<file path="config.mk">
export PLATFORM = sky130hd
export DESIGN_NAME = if_id_stage_flat
export DESIGN_NICKNAME = d
export VERILOG_FILES = /design/src/rtl/if_id_stage_if.sv /design/src/rtl/if_id_stage.sv /design/src/flat_wrapper.sv
export SDC_FILE = /design/constraint.sdc
export NUM_CORES = 1
export LEC_CHECK = 0
export ABC_AREA = 1
export CORE_ASPECT_RATIO = 1.1
export CORE_MARGIN = 2
export CORE_UTILIZATION = 44
export DETAILED_ROUTE_END_ITERATION = 10
export HOLD_SLACK_MARGIN = 0.05
export PLACE_DENSITY = 0.87
export SLEW_MARGIN = 25
export SYNTH_ARGS = -nofsm -noshare
export SYNTH_HDL_FRONTEND = slang
export SYNTH_SLANG_ARGS = --single-unit
</file>
<file path="constraint.sdc">
create_clock -name clk -period 5.95 [get_ports clk]
set_input_delay 0.595 -clock clk [delete_from_list [all_inputs] [get_ports clk]]
set_output_delay 0.595 -clock clk [all_outputs]
set_load 0.01 [all_outputs]
</file>
<file path="src/rtl/if_id_stage_if.sv">
// Signal bundle between the fetch stage and its neighbours (instruction
// memory, EX redirect, ID/EX hazard view, decode-side IF/ID outputs).
interface if_id_stage_if;
  // Flow: no backpressure handshake. valid_out qualifies the IF/ID contents;
  // stall_out=1 means IF/ID and PC hold this edge, idex_flush=1 means ID/EX
  // loads a bubble this edge. Redirects (branch_taken) win over stalls.
  logic [31:0] imem_addr;
  logic [31:0] imem_rdata;
  logic        branch_taken;
  logic [31:0] branch_target;
  logic        idex_MemRead;
  logic [4:0]  idex_rd;
  logic [31:0] pc_out;
  logic [31:0] pc_plus_4_out;
  logic [31:0] instr_out;
  logic [4:0]  rs1_out;
  logic [4:0]  rs2_out;
  logic [4:0]  rd_out;
  logic        valid_out;
  logic        stall_out;
  logic        idex_flush;
  logic [31:0] stall_count;
  logic [31:0] flush_count;

  modport master (
    output imem_rdata, branch_taken, branch_target, idex_MemRead, idex_rd,
    input  imem_addr, pc_out, pc_plus_4_out, instr_out, rs1_out, rs2_out,
           rd_out, valid_out, stall_out, idex_flush, stall_count, flush_count
  );

  modport slave (
    input  imem_rdata, branch_taken, branch_target, idex_MemRead, idex_rd,
    output imem_addr, pc_out, pc_plus_4_out, instr_out, rs1_out, rs2_out,
           rd_out, valid_out, stall_out, idex_flush, stall_count, flush_count
  );
endinterface

</file>
<file path="src/rtl/if_id_stage.sv">
// Instruction fetch stage: PC register, IF/ID pipeline register, load-use
// hazard detection and saturating stall/flush event counters.
module if_id_stage #(
  parameter logic [31:0] RESET_PC  = 32'h0040_0000,
  parameter logic [31:0] NOP_INSTR = 32'h0000_0013
) (
  input logic         clk,
  input logic         reset,
  if_id_stage_if.slave bus
);
  localparam logic [31:0] CNT_MAX = 32'hFFFF_FFFF;

  logic [31:0] pc_q;
  logic [31:0] id_pc_q;
  logic [31:0] id_pc4_q;
  logic [31:0] id_instr_q;
  logic        id_valid_q;
  logic [31:0] stall_cnt;
  logic [31:0] flush_cnt;

  logic [4:0]  rs1;
  logic [4:0]  rs2;
  logic        load_use;
  logic        redirect;
  logic        stall;

  assign rs1 = id_instr_q[19:15];
  assign rs2 = id_instr_q[24:20];

  // Both source fields are compared for every format; an I-type whose
  // immediate bits alias rd costs a spurious stall, which is harmless.
  assign load_use = id_valid_q & bus.idex_MemRead & (bus.idex_rd != 5'd0) &
                    ((bus.idex_rd == rs1) | (bus.idex_rd == rs2));
  assign redirect = bus.branch_taken;
  assign stall    = load_use & ~redirect;

  always_ff @(posedge clk or posedge reset) begin
    if (reset) begin
      pc_q       <= RESET_PC;
      id_pc_q    <= 32'd0;
      id_pc4_q   <= 32'd0;
      id_instr_q <= NOP_INSTR;
      id_valid_q <= 1'b0;
      stall_cnt  <= 32'd0;
      flush_cnt  <= 32'd0;
    end else if (redirect) begin
      pc_q       <= {bus.branch_target[31:2], 2'b00};
      id_pc_q    <= 32'd0;
      id_pc4_q   <= 32'd0;
      id_instr_q <= NOP_INSTR;
      id_valid_q <= 1'b0;
      if (flush_cnt != CNT_MAX) flush_cnt <= flush_cnt + 32'd1;
    end else if (stall) begin
      if (stall_cnt != CNT_MAX) stall_cnt <= stall_cnt + 32'd1;
    end else begin
      pc_q       <= pc_q + 32'd4;
      id_pc_q    <= pc_q;
      id_pc4_q   <= pc_q + 32'd4;
      id_instr_q <= bus.imem_rdata;
      id_valid_q <= 1'b1;
    end
  end

  assign bus.imem_addr     = pc_q;
  assign bus.pc_out        = id_pc_q;
  assign bus.pc_plus_4_out = id_pc4_q;
  assign bus.instr_out     = id_instr_q;
  assign bus.rs1_out       = rs1;
  assign bus.rs2_out       = rs2;
  assign bus.rd_out        = id_instr_q[11:7];
  assign bus.valid_out     = id_valid_q;
  assign bus.stall_out     = stall;
  assign bus.idex_flush    = load_use | redirect;
  assign bus.stall_count   = stall_cnt;
  assign bus.flush_count   = flush_cnt;
endmodule

</file>
<file path="src/flat_wrapper.sv">
// flat-port wrapper written by rule: the top's interface ports become plain ports
module if_id_stage_flat 
#(
  parameter logic [31:0] RESET_PC  = 32'h0040_0000,
  parameter logic [31:0] NOP_INSTR = 32'h0000_0013
)
  (clk, reset, bus_imem_rdata, bus_branch_taken, bus_branch_target, bus_idex_MemRead, bus_idex_rd, bus_imem_addr, bus_pc_out, bus_pc_plus_4_out, bus_instr_out, bus_rs1_out, bus_rs2_out, bus_rd_out, bus_valid_out, bus_stall_out, bus_idex_flush, bus_stall_count, bus_flush_count);
  if_id_stage_if bus_i ();
  input logic clk;
  input logic reset;
  input wire logic [$bits(bus_i.imem_rdata)-1:0] bus_imem_rdata;
  input wire logic [$bits(bus_i.branch_taken)-1:0] bus_branch_taken;
  input wire logic [$bits(bus_i.branch_target)-1:0] bus_branch_target;
  input wire logic [$bits(bus_i.idex_MemRead)-1:0] bus_idex_MemRead;
  input wire logic [$bits(bus_i.idex_rd)-1:0] bus_idex_rd;
  output wire logic [$bits(bus_i.imem_addr)-1:0] bus_imem_addr;
  output wire logic [$bits(bus_i.pc_out)-1:0] bus_pc_out;
  output wire logic [$bits(bus_i.pc_plus_4_out)-1:0] bus_pc_plus_4_out;
  output wire logic [$bits(bus_i.instr_out)-1:0] bus_instr_out;
  output wire logic [$bits(bus_i.rs1_out)-1:0] bus_rs1_out;
  output wire logic [$bits(bus_i.rs2_out)-1:0] bus_rs2_out;
  output wire logic [$bits(bus_i.rd_out)-1:0] bus_rd_out;
  output wire logic [$bits(bus_i.valid_out)-1:0] bus_valid_out;
  output wire logic [$bits(bus_i.stall_out)-1:0] bus_stall_out;
  output wire logic [$bits(bus_i.idex_flush)-1:0] bus_idex_flush;
  output wire logic [$bits(bus_i.stall_count)-1:0] bus_stall_count;
  output wire logic [$bits(bus_i.flush_count)-1:0] bus_flush_count;
  assign bus_i.imem_rdata = bus_imem_rdata;
  assign bus_i.branch_taken = bus_branch_taken;
  assign bus_i.branch_target = bus_branch_target;
  assign bus_i.idex_MemRead = bus_idex_MemRead;
  assign bus_i.idex_rd = bus_idex_rd;
  assign bus_imem_addr = bus_i.imem_addr;
  assign bus_pc_out = bus_i.pc_out;
  assign bus_pc_plus_4_out = bus_i.pc_plus_4_out;
  assign bus_instr_out = bus_i.instr_out;
  assign bus_rs1_out = bus_i.rs1_out;
  assign bus_rs2_out = bus_i.rs2_out;
  assign bus_rd_out = bus_i.rd_out;
  assign bus_valid_out = bus_i.valid_out;
  assign bus_stall_out = bus_i.stall_out;
  assign bus_idex_flush = bus_i.idex_flush;
  assign bus_stall_count = bus_i.stall_count;
  assign bus_flush_count = bus_i.flush_count;
  if_id_stage #(.RESET_PC(RESET_PC), .NOP_INSTR(NOP_INSTR)) u_core (.clk(clk), .reset(reset), .bus(bus_i));
endmodule
</file>
Word-level counts from Yosys, hierarchy flattened
Cells that the tools add are included.
{ "totals": {"wordCells": 34, "ramBits": 0, "inputBits": 73, "register_bits": 193, "latch_bits": 0, "memories": 0, "out_inout_bits": 210, "mem_bits_ro": 0} }
{ "classes": {"reduce_logical": 3, "magnitude_cmp": 0, "n_shift": 0, "eq_ne": 5, "mul": 0, "bitwise_logic": 7, "n_mux": 9, "div_mod_pow": 0, "addsub": 3} }
{ "op_table": {"columns": ["op", "n"], "rows": [
  ["$mux W32", 7],
  ["$add A32 B1 Y32 const B", 2],
  ["$ne A32 B32 Y1 const B", 2],
  ["$add A32 B3 Y32 const B", 1],
  ["$eq A5 B5 Y1", 2],
  ["$reduce_bool A5 Y1", 1],
  ["$and A1 B1 Y1", 4],
  ["$reduce_and A3 Y1", 1],
  ["$mux W1", 2],
  ["$ne A2 B2 Y1 const B", 1],
  ["$or A1 B1 Y1", 2],
  ["$reduce_and A2 Y1", 1],
  ["$not A1 Y1", 1]
]} }

Logic depth before layout (Yosys ltp)
Gate-level depths: netlist of run 1.
{ "logic_depth": {"ltp_word": 6, "depth_mapped": 12, "mapped_depth_nobuf": 12} }

Least setup slack after synthesis of run 1
No wires, ideal clock.
{ "synth_timing": {"path_type": "input to output", "start": "input port bus_idex_rd[4]", "end": "output port bus_stall_out", "required_time_ns": 5.355, "slack_ns": 3.866, "path_buffers": 1, "arrival_ns": 1.489, "path_stages": 9, "path_cell_list": "inv_2 -> nand2_1 -> nand2_1 -> nor2_1 -> nand3_1 -> nand2_2 -> nand2_2 -> nor2_4 -> buf_2"} }
{ "synth_via": {"elab_chain_len": 4, "word_cells_on_any_way": 7, "classes_between": "2 x eq/ne; 4 x bitwise; 1 x reduce/logical"} }
{ "synth_rtl": {"columns": ["element", "line_no", "rtl"], "rows": [
  ["from (decl)", "flat_wrapper.sv:15", "input wire logic [$bits(bus_i.idex_rd)-1:0] bus_idex_rd;"],
  ["$eq A5 B5 Y1 or $reduce_bool A5 Y1 (tied branches)", "if_id_stage.sv:33, if_id_stage.sv:32", null],
  ["$or A1 B1 Y1 or $and A1 B1 Y1 (tied branches)", "if_id_stage.sv:33, if_id_stage.sv:32", null],
  ["$and A1 B1 Y1 *", "if_id_stage.sv:32", "assign load_use = id_valid_q & bus.idex_MemRead & (bus.idex_rd != 5'd0) &"],
  ["$and A1 B1 Y1 *", "if_id_stage.sv:35", "assign stall = load_use & ~redirect;"],
  ["to (decl)", "flat_wrapper.sv:24", "output wire logic [$bits(bus_i.stall_out)-1:0] bus_stall_out;"]
]} }
Every way passes the cells marked *; elsewhere a longest branch is shown, timed or not.

Worst setup path in the final report of run 1
{ "layout_timing": {"start": "input port bus_idex_rd[2]", "end": "output port bus_idex_flush"} }
{ "layout_via": {"elab_chain_len": 4, "word_cells_on_any_way": 7, "classes_between": "2 x eq/ne; 4 x bitwise; 1 x reduce/logical"} }
{ "layout_rtl": {"columns": ["element", "line_no", "rtl"], "rows": [
  ["$eq A5 B5 Y1 or $reduce_bool A5 Y1 (tied branches)", "if_id_stage.sv:33, if_id_stage.sv:32", null],
  ["$or A1 B1 Y1 or $and A1 B1 Y1 (tied branches)", "if_id_stage.sv:33, if_id_stage.sv:32", null],
  ["$and A1 B1 Y1 *", "if_id_stage.sv:32", null],
  ["$or A1 B1 Y1 *", "if_id_stage.sv:73", "assign bus.idex_flush = load_use | redirect;"],
  ["to (decl)", "flat_wrapper.sv:25", "output wire logic [$bits(bus_i.idex_flush)-1:0] bus_idex_flush;"]
]} }
Marked as above.

==> results of run 1 <==
-- power groups by stage --
stage,registers (uW),logic (uW),clock network (uW)
global placement,1510,586,0
floorplan,1530,228,0
finish,1490,598,1180
CTS,1490,604,1200
global route,1500,649,1260
detailed placement,1510,600,0
-- flip-flops by register name, summed over array words and instances (netlist names) --
name                      cells
u_core.bus.instr_out         32
u_core.bus.pc_plus_4_out     31
u_core.bus.valid_out          1
u_core.bus.stall_count       32
u_core.bus.pc_out            30
u_core.bus.imem_addr         30
u_core.bus.flush_count       32
-- Yosys cell counts (14+ instances only) --
cell type / instances
nor3_1: 22
nand3b_1: 14
clkbuf_1: 15
xnor2_1: 15
nand3_1: 140
buf_4: 20
xor2_1: 31
dfrtp_1: 184
nand2_1: 590
buf_2: 20
inv_1: 90
nor2_1: 115
o21ai_0: 44
nand4_1: 31
-- worst min-delay path, cell delays in order (launching register included) --
cell and delay [ns]:
dfrtp_1 0.35, nand2_1 0.05, nand2_1 0.04
-- cell usage in the layout (no fill, tap or decap) --
master / n
nand4_2: 1
xor2_1: 31
xnor2_1: 15
o21ai_1: 9
clkdlybuf4s50_1: 278
dfstp_2: 4
nor2_2: 4
o21ai_0: 44
ha_1: 3
inv_12: 1
buf_4: 7
clkinvlp_4: 2
clkinv_4: 1
inv_2: 7
nand3_2: 1
clkinv_8: 6
inv_8: 3
nand2_2: 4
inv_6: 3
clkinv_1: 1
inv_1: 89
nand3b_1: 14
nor3_1: 22
nor3b_1: 1
nor2_1: 115
nand2_1: 590
conb_1: 2
nand4_1: 31
clkbuf_16: 17
and2_1: 2
dfrtp_1: 184
nor3_2: 1
nor2_4: 2
or2_2: 1
nand3_1: 140
-- metrics by stage --
stage / cell area (sq um) / util (%)
after floorplan: 10100 / -
after global placement: 12900 / 56.9
after detailed placement: 12900 / 56.9
after CTS: 13500 / 59.7
after global routing: 13500 / 59.7
final: 13500 / 59.7
-- final timing paths --
| path | end |
|---|---|
| worst min register to register | u_core.bus.pc_plus_4_out[26] |
| worst min-delay path | u_core.bus.pc_plus_4_out[26] |
| worst max register to register | u_core.bus.pc_out[27] |
| min in group asynchronous | u_core.bus.instr_out[31] |
| max in group asynchronous | u_core.bus.instr_out[18] |
| worst max-delay path | bus_idex_flush |
-- cell type report --
cell class | instances | share of cell area, %
Sequential cell | 188 | 34.9
Multi-Input combinational cell | 1033 | 34.1
Timing Repair Buffer | 285 | 21.0
Clock buffer | 17 | 3.15
Tap cell | 300 | 2.78
Inverter | 98 | 2.76
Clock inverter | 15 | 1.40
-- metal layers --
layer  share of wire (%)  GRT usage (%)
met1                  40           33.3
met3                 7.4           5.21
met2                  49           45.2
met5                   0              0
met4                 3.5           10.6
-- logic make-up (layout without fill, tap and decap cells) --
group	count (synthesis)	count (layout)	synth area share, %
and+or+nand+nor	929	929	38.6
DFF	188	188	46.8
buffers and inverters	165	415	7.53
AOI/OAI and AO/OA	53	53	2.64
xor gates and xnor gates	46	46	4.01
adders and majority gates	3	3	0.373
other	1	2	0.0373
==> results.yml, run 1 <==
run_status:
  outcome: "finished, final reports clean"
sta:
  finalCriticalPeriod_ns: 3.84
  fmax_mhz: 261
  final-setup-viol-count: 0
  fin_ws_ns: 2.11
  tightest_slew_ns: 1.01
  totalNegativeSetupSlack_ns: 0
  rsz0062_at_grt: "false"
  finalHoldViolations: 0
  worst_clock_skew_ns: 0.0155
  fin_crit_sh_pct: 64.5
  hold_slack_ns: 0.476
  maxSlewViolCount: 0
  relSlewSlack_pct: 32.6
floorplanning:
  pin_count: 283
  die_x_microns: 148
  die_area_sq_um: 24100
  std_cell_rows: 58
  initial_core_util_pct: 44.4
  coreArea_sq_um: 22600
  chipHeight_microns: 163
cts:
  clk_pin_slew_ns: 0.07
  post_cts_resized: 0
  ctsHoldBuffers: 0
  htree_num_levels: 4
  root_buffer: "clkbuf_16"
  clock-sinks: 188
  clk_latency_ns: 0.44
  cts_tree: "built"
  post_cts_buffers: 0
  clk_path_buf_depth: 2
  cts_buffers: 17
critical_path:
  start_kind: "input pin"
  critical_path.max_stage_delay_ns: 0.58
  cpMostUsedCell: "nand2_1"
  timing.rr.start: "u_core.bus.instr_out[15]"
  end_kind: "output pin"
  worstRegToRegCells: 11
  crit_type: "in2out"
  cp_top_family: "simple AND/OR/NAND/NOR gates"
  worst_ep_required_time_ns: 5.36
  crit_slowest_cell: "clkdlybuf4s50_1"
  cp_num_cells: 10
  crit_buf_inv: 3
  arrival_ns: 3.24
  r2r_setup_slack_ns: 2.83
  startpoint: "bus_idex_rd[2]"
  crit_path_cell_trace: "clkdlybuf4s50_1 > inv_2 > nand2_1 > nand2_1 > nor2_1 > nand3_1 > nand2_2 > nand2_2 > nand2_1 > clkdlybuf4s50_1"
  cp_max_fo: 37
synthesis:
  synth-async-reset-ratio_pct: 100
  synthCells: 1385
  synth_top_area_share_pct: 45.8
  synth_area_leader_cell: "dfrtp_1"
  synth-edff-count: 0
  synth_top_flop_cell: "dfrtp_1"
  synth.avg_cell_area_sq_um: 7.26
  ys_ff_latch: 188
  yosysWarnings: 0
  synth_cell_type_count: 31
  synth_area_sq_um: 10100
  ys_seq_area_share_pct: 46.8
  synth_top_cells_by_area: "dfrtp_1 46%, nand2_1 22%, nand3_1 7.0%, nor2_1 4.3%, inv_1 3.4%"
place:
  place.gp.congestion: 0.924
  dp_slack_ns: 2.07
  dp_hpwl_microns: 23000
  dp.cells: 1904
  portBuffers: 278
power:
  switching_share_pct: 31.3
  internal-power_uw: 2250
  p_per_area_nw_per_um2: 242
  p_total_uw: 3270
  power_frac_seq_pct: 45.5
  pwr-share-comb_pct: 18.3
  pwr-share-clk_pct: 36.2
  leakagePower_uw: 0.00622
  p_sw_uw: 1020
  max-vdd-ir-drop_v: 0.000217
global_route:
  track_usage_pct: 26.6
  grt_max_degree: 100
  grt_overflow_total: 0
  grt_pass1_vias: 9534
  grt_pass1_wl_microns: 50800
  grt_antenna_before_repair: 0
detailed_routing:
  num_vias: 10200
  post_drt_via_cell_ratio: 5.24
  drt-total-wl_microns: 31800
  drc: 0
  final_antenna_net_count: 0
  wl_per_cell_microns: 16.4
  drtIter0Drc: 719
  firstDrtPassIters: 6
layout:
  drive_above_1_share_pct: 3.97
  n_antenna_cell: 0
  fin_cells: 1936
  multi_input_area_sq_um: 4600
  fin_nets: 1699
  register_area_sq_um: 4710
  n_fill_cell: 2019
  syn2layout_area_growth_pct: 34.3
min_path:
  worstHoldStart: "u_core.bus.pc_plus_4_out[26]"
  worstHoldPathCells: 2
  hp-class: "reg2reg"
flow_run:
  drv_cap: 0
Note: power is estimated with default switching activity, not from simulation.
==> inputs of run 2 (changes only) <==
- clock period: 5.95 -> 3.4 ns (I/O delays scaled with it)
==> results.yml, run 2 (same netlist as run 1, synthesis figures left out) <==
run_status:
  outcome: "finished, final reports clean"
min_path:
  worstHoldPathCells: 3
  hp-class: "in2reg"
  worstHoldStart: "bus_branch_taken"
  whs_endpoint: "u_core.bus.imem_addr[27]"
global_route:
  grt_antenna_before_repair: 2
  track_usage_pct: 26.8
  grt_max_degree: 100
  grt_pass1_vias: 9835
  grt_overflow_total: 0
  grt_pass1_wl_microns: 51300
cts:
  clk_pin_slew_ns: 0.07
  cts_buffers: 17
  clock-sinks: 188
  root_buffer: "clkbuf_16"
  clk_path_buf_depth: 2
  htree_num_levels: 4
  post_cts_resized: 0
  post_cts_buffers: 0
  ctsHoldBuffers: 0
  clk_latency_ns: 0.44
  cts_tree: "built"
power:
  p_per_area_nw_per_um2: 418
  max-vdd-ir-drop_v: 0.000350
  leakagePower_uw: 0.00625
  switching_share_pct: 30.8
  pwr-share-clk_pct: 35.1
  internal-power_uw: 3910
  pwr-share-comb_pct: 18.7
  power_frac_seq_pct: 46.2
  p_sw_uw: 1750
sta:
  fmax_mhz: 361
  rsz0062_at_grt: "false"
  relSlewSlack_pct: 30.6
  totalNegativeSetupSlack_ns: 0
  finalCriticalPeriod_ns: 2.77
  fin_crit_sh_pct: 81.4
  tightest_slew_ns: 1.04
  hold_slack_ns: 0.263
  final-setup-viol-count: 0
  maxSlewViolCount: 0
  worst_clock_skew_ns: 0.0126
  finalHoldViolations: 0
critical_path:
  timing.rr.start: "u_core.bus.instr_out[15]"
  start_kind: "register"
  crit_type: "reg2out"
  arrival_ns: 2.43
  end_kind: "output pin"
  cp_max_fo: 16
  worstRegToRegCells: 11
  worst_ep_required_time_ns: 3.06
  r2r_setup_slack_ns: 0.81
  rr_endpoint: "u_core.bus.pc_out[21]"
layout:
  drive_above_1_share_pct: 4.44
  mostFrequentLayoutCell: "nand2_1"
  fin_cells: 1945
  fin_nets: 1706
  layout_common_cells: "590 x nand2_1, 277 x clkdlybuf4s50_1, 184 x dfrtp_1"
  syn2layout_area_growth_pct: 34.6
detailed_routing:
  drc: 0
  wl_per_cell_microns: 16.6
  drtIter0Drc: 789
  post_drt_via_cell_ratio: 5.20
  final_antenna_net_count: 0
  drt-total-wl_microns: 32200
  firstDrtPassIters: 5
  num_vias: 10100
floorplanning:
  die_x_microns: 148
  initial_core_util_pct: 44.4
  chipHeight_microns: 163
  coreArea_sq_um: 22600
  std_cell_rows: 58
  die_area_sq_um: 24100
  pin_count: 283
place:
  place.gp.congestion: 0.975
  dp.cells: 1911
  dp_hpwl_microns: 23000
  portBuffers: 278
flow_run:
  drv_cap: 0
run 2: changes by cell type in the layout (fill, tap and decap cells not counted), moves of 2 or more:
cell / delta
diode_2: +2
buf_4: +5
buf_12: +2
clkinv_2: +3
clkinv_8: -4
inv_8: +3
run 2: final cells by class:
class / instances / area (sq um)
diodes: 2 / 5.00
clock buffers: 17 / 425
clock inverters: 15 / 149
fillers: 1981 / 9100
inverters: 98 / 372
multi-input cells: 1033 / 4600
flip-flops and latches: 188 / 4710
well taps: 300 / 375
repair buffers: 292 / 2910
run 2: through the flow:
| step | area (sq um) | setup slack, ns | power [uW] | util, % |
|---|---|---|---|---|
| 6_report | 13500 | 0.631 | 5660 | 59.8 |
| 5_1_grt | 13500 | 0.464 | 5890 | 59.8 |
| 4_1_cts | 13500 | 0.644 | 5690 | 59.8 |
| 3_5_place_dp | 13000 | 0.422 | 3700 | 57.2 |
| 3_3_place_gp | 13000 | 0.488 | 3670 | 57.2 |
| 2_1_floorplan | 10100 | 0.643 | 3080 | - |
run 2: layer usage:
layer  vias up  GRT usage (%)  routed length, microns
met3        72           6.27                    2720
met5         -              0                       0
met2       475           46.0                   15700
met1      4724           32.8                   12800
met4         0           10.0                    1030
li1       4837              -                       -
run 2: power groups by stage:
stage	registers, uW	logic [uW]	clock network (uW)
finish	2610	1060	1990
CTS	2600	1070	2020
floorplan	2680	399	0
detailed placement	2640	1060	0
global placement	2640	1030	0
global route	2630	1150	2110
run 2: worst max-delay path by stage:
| stage | startpoint | endpoint | slack (ns) |
|---|---|---|---|
| after global routing | u_core.bus.instr_out[15] | bus_idex_flush | 0.46 |
| after floorplan | reset | u_core.bus.flush_count[0] | 0.64 |
| final | u_core.bus.instr_out[15] | bus_idex_flush | 0.63 |
| after global placement | bus_idex_rd[2] | u_core.bus.pc_plus_4_out[15] | 0.49 |
| after CTS | u_core.bus.instr_out[15] | bus_idex_flush | 0.64 |
| after detailed placement | bus_idex_rd[2] | u_core.bus.pc_plus_4_out[15] | 0.42 |
run 2: critical path, cell delays in order, from the launching register on:
cell,delay [ns]
dfrtp_1,0.44
inv_1,0.09
nand2_1,0.06
nand2_1,0.05
nor2_1,0.11
nand3_1,0.09
nand2_2,0.10
nand2_2,0.26
nand2_1,0.17
clkdlybuf4s50_1,0.61
==> inputs of run 3 (changes only) <==
- clock period: 3.4 -> 2.3 ns (I/O delays scaled with it)
==> results.yml, run 3 (same netlist as run 1, synthesis figures left out) <==
run_status:
  outcome: "finished, final reports clean"
detailed_routing:
  wl_per_cell_microns: 16.5
  num_vias: 10200
  final_antenna_net_count: 0
  post_drt_via_cell_ratio: 5.23
  drtIter0Drc: 627
  drt-total-wl_microns: 32400
  drc: 0
  firstDrtPassIters: 5
floorplanning:
  std_cell_rows: 58
  pin_count: 283
  die_x_microns: 148
  chipHeight_microns: 163
  initial_core_util_pct: 44.4
  die_area_sq_um: 24100
  coreArea_sq_um: 22600
cts:
  cts_buffers: 17
  cts_tree: "built"
  clock-sinks: 188
  htree_num_levels: 4
  clk_path_buf_depth: 2
  clk_latency_ns: 0.44
  root_buffer: "clkbuf_16"
  clk_pin_slew_ns: 0.08
  ctsHoldBuffers: 0
critical_path:
  arrival_ns: 1.87
  timing.rr.start: "u_core.bus.stall_count[1]"
  startpoint: "u_core.bus.instr_out[20]"
  cp_top_family: "simple AND/OR/NAND/NOR gates"
  crit_buf_inv: 1
  crit_path_cell_trace: "nor2_1 > nor2_1 > nor2_1 > nand3_1 > nand2_2 > nand2_2 > nand2_1 > dlygate4sd2_1"
  cp_max_fo: 5
  end_kind: "output pin"
  crit_slowest_cell: "dfrtp_1"
  crit_type: "reg2out"
  start_kind: "register"
  worst_ep_required_time_ns: 2.07
  cpMostUsedCell: "nor2_1"
  critical_path.max_stage_delay_ns: 0.43
global_route:
  grt_antenna_before_repair: 1
  grt_pass1_vias: 9926
  track_usage_pct: 27.3
  grt_pass1_wl_microns: 52100
  grt_max_degree: 84
  grt_overflow_total: 0
power:
  pwr-share-comb_pct: 18.8
  internal-power_uw: 5930
  power_frac_seq_pct: 45.2
  leakagePower_uw: 0.00636
  pwr-share-clk_pct: 36.0
  p_sw_uw: 2580
  max-vdd-ir-drop_v: 0.000475
  switching_share_pct: 30.4
  p_per_area_nw_per_um2: 619
sta:
  finalCriticalPeriod_ns: 2.10
  rsz0062_at_grt: "false"
  relSlewSlack_pct: 65.6
  final-setup-viol-count: 0
  totalNegativeSetupSlack_ns: 0
  worst_clock_skew_ns: 0.0157
  maxSlewViolCount: 0
  fmax_mhz: 476
  hold_slack_ns: 0.256
  fin_crit_sh_pct: 91.3
  finalHoldViolations: 0
  tightest_slew_ns: 0.516
  fin_ws_ns: 0.201
place:
  dp_slack_ns: -0.0464
  place.gp.congestion: 0.943
  dp_hpwl_microns: 23900
  portBuffers: 278
layout:
  n_fill_cell: 1983
  fin_nets: 1720
  mostFrequentLayoutCell: "nand2_1"
  layout_common_cells: "590 x nand2_1, 275 x clkdlybuf4s50_1, 184 x dfrtp_1"
  postLayoutCoreUtil_pct: 60.7
  drive_above_1_share_pct: 5.31
  syn2layout_area_growth_pct: 36.6
min_path:
  worstHoldStart: "bus_branch_taken"
  hp-class: "in2reg"
flow_run:
  drv_cap: 0
run 3: changes by cell type in the layout (fill, tap and decap cells not counted), moves of 2 or more:
cell,delta
buf_12,+4
buf_4,+10
clkdlybuf4s50_1,-2
clkinv_2,-3
clkinv_4,+2
clkinv_8,+2
dlygate4sd2_1,+2
inv_8,-2
run 3: metrics by stage:
| stage | total power [uW] | cell area, sq um | instances |
|---|---|---|---|
| finish | 8510 | 13700 | 1958 |
| global route | 8880 | 13700 | 1958 |
| detailed placement | 5490 | 13100 | 1922 |
| global placement | 5450 | 13100 | 1922 |
| CTS | 8550 | 13700 | 1957 |
| floorplan | 4550 | 10100 | 1386 |
run 3: path summary, 6_finish.rpt:
path                                              end  slack (ns)  depth (start not counted)
setup / recovery                       bus_idex_flush        0.20                          8
hold reg to reg                 u_core.bus.pc_out[14]        0.47                          2
min in group asynchronous    u_core.bus.instr_out[15]        0.33                          3
max in group asynchronous  u_core.bus.stall_count[30]        1.50                          3
setup reg to reg           u_core.bus.stall_count[28]        0.22                         10
hold / removal               u_core.bus.imem_addr[22]        0.26                          4
run 3: tightest hold or removal path, cell delays in order:
cell and delay, ns:
buf_2 0.11, buf_4 0.20, nand2_1 0.08, nand3_1 0.07
run 3: timing repair:
| action | 4_1_cts | 5_1_grt |
|---|---|---|
| resized for setup | 2 | 3 |
| setup endpoints to repair | 2 | 6 |
| hold endpoints to repair | 0 | 0 |
| buffers inserted | 3 | 0 |
| gates cloned | 0 | 0 |
run 3: layer usage:
metal | routed length, microns | share of wire [%] | GRT usage (%) | vias to the layer above
met5 | 0 | 0 | 0 | -
met4 | 1220 | 3.8 | 11.0 | 0
met3 | 2310 | 7.1 | 5.27 | 79
met2 | 16000 | 49 | 47.3 | 456
met1 | 12900 | 40 | 33.5 | 4841
li1 | - | - | - | 4872
run 3: power groups by stage:
stage,Clock (uW),Sequential [uW],Combinational [uW]
final,3060,3850,1600
after global routing,3250,3880,1750
after CTS,3110,3840,1610
after detailed placement,0,3900,1600
after global placement,0,3890,1560
after floorplan,0,3960,590
run 3: area by class of cell:
cell class | count | area, sq um | share of cell area [%]
Multi-Input combinational cell | 1033 | 4600 | 33.5
Antenna cell | 1 | 2.50 | 0.0182
Clock inverter | 15 | 191 | 1.39
Sequential cell | 188 | 4710 | 34.3
Tap cell | 300 | 375 | 2.73
Inverter | 98 | 374 | 2.72
Clock buffer | 17 | 425 | 3.10
Timing Repair Buffer | 306 | 3060 | 22.3
==> RTL edit: new RTL, config.mk and constraints of run 3 <==
Reset style: synchronous (`reset`), changed in one clocked block.
--- a/src/rtl/if_id_stage.sv
+++ b/src/rtl/if_id_stage.sv
@@ -34,7 +34,7 @@
   assign redirect = bus.branch_taken;
   assign stall    = load_use & ~redirect;
 
-  always_ff @(posedge clk or posedge reset) begin
+  always_ff @(posedge clk) begin
     if (reset) begin
       pc_q       <= RESET_PC;
       id_pc_q    <= 32'd0;
Function: differs if reset is asserted again (counterexample within 4 cycles, from zero or initial values and one cycle with reset high); with reset held inactive, the same outputs for 4 cycles.
==> RTL edit against run 3 <==
- sequential cell count is 1 lower
- routed wire length is 3.2% higher
- worst setup slack better by 0.0066 ns
- synthesized area is 4.7% lower
- design area is 3.7% lower
- critical path depth is 1 higher
Power is not compared: it rests on default switching activity, and its combinational part moved more than twofold at a synthesized area within 25%.
==> RTL edit: results (changes against run 3) <==
[setup_path]
r2r_setup_slack_ns=0.25  ; +0.03 ns
rr_startpoint=u_core.bus.imem_addr[2]$_SDFFE_PP0P_
cp-startpoint=u_core.bus.instr_out[15]$_SDFFE_PP0N_
crit_end=bus_stall_out

[sta]
post-route-period-util_pct=91.0  ; -0.29 points
max-slew-margin-rel_pct=42.1  ; -23 points
skew_ns=0.0185  ; +0.00279 ns

[detailed_routing]
wl_per_cell_um=16.3  ; -1.1%
viasPerCell=5.24  ; about the same

[yosys]
synth.top_cells.by_count=496 x nand2_1, 236 x nor2_1, 187 x dfxtp_1
synth_area_leaders=dfxtp_1 39%, nand2_1 19%, nor2_1 9.2%
async_reset_ff_share_pct=0  ; -100 points
synth_compound_gate_area_share_pct=12.4  ; +9.8 points
ys_seq_area_share_pct=39.0  ; -7.8 points
synth_fa_ha_area_share_pct=0.391  ; +0.018 points
synth_xor_area_share_pct=4.57  ; +0.56 points
syn_inst=1487  ; +7.4%

[grt]
antenna_found_initial=0  ; -1
grt_max_degree=63  ; -25%
grt_use_total_pct=28.2  ; +0.86 points
grt_pass1_wl_um=51500  ; -1.2%
grt_pass1_vias=10226  ; +3.0%

[cells_and_area]
final_nets=1816  ; +5.6%
diodes=0  ; -1

[hold_path]
min_to=u_core.bus.flush_count[28]$_SDFFE_PP0P_
min_path_cells=5  ; +1

[placement]
hpwl_um=24900  ; +4.2%
io_buffers=274  ; -1.4%
gp_congestion=0.940  ; -0.33%

[status]
outcome=complete, no violations

[RTL edit: cell types whose count changed after synthesis, moves of 9 or more]
cell / change
dfxtp_1: +187
o21ai_0: +52
a21oi_1: +140
clkbuf_1: +18
nand2_1: -94
o21ai_1: -9
nand4_1: -10
nand3_1: -106
nor2_1: +121
dfrtp_1: -184
[RTL edit: final cells by class]
| cell class | instances | area, um^2 |
|---|---|---|
| fill | 1962 | 8140 |
| timing repair buffer | 315 | 3100 |
| sequential | 187 | 3750 |
| tap | 290 | 363 |
| clock inverter | 14 | 176 |
| inverter | 92 | 348 |
| clock buffer | 18 | 439 |
| multi-input combinational | 1127 | 5050 |
[RTL edit: repair_timing]
item	in CTS	in global routing
pin swaps	1	0
gates resized for setup	8	2
buffers inserted	1	0
setup endpoints to repair	2	3
[RTL edit: layer usage]
metal	share of wire [%]	global-route usage, %	wire length, um	vias up
met5	0	0	0	-
met4	4.2	13.7	1400	0
met3	8.9	7.84	2970	93
met2	48	48.7	16200	484
met1	39	31.3	12900	4919
li1	-	-	-	5204
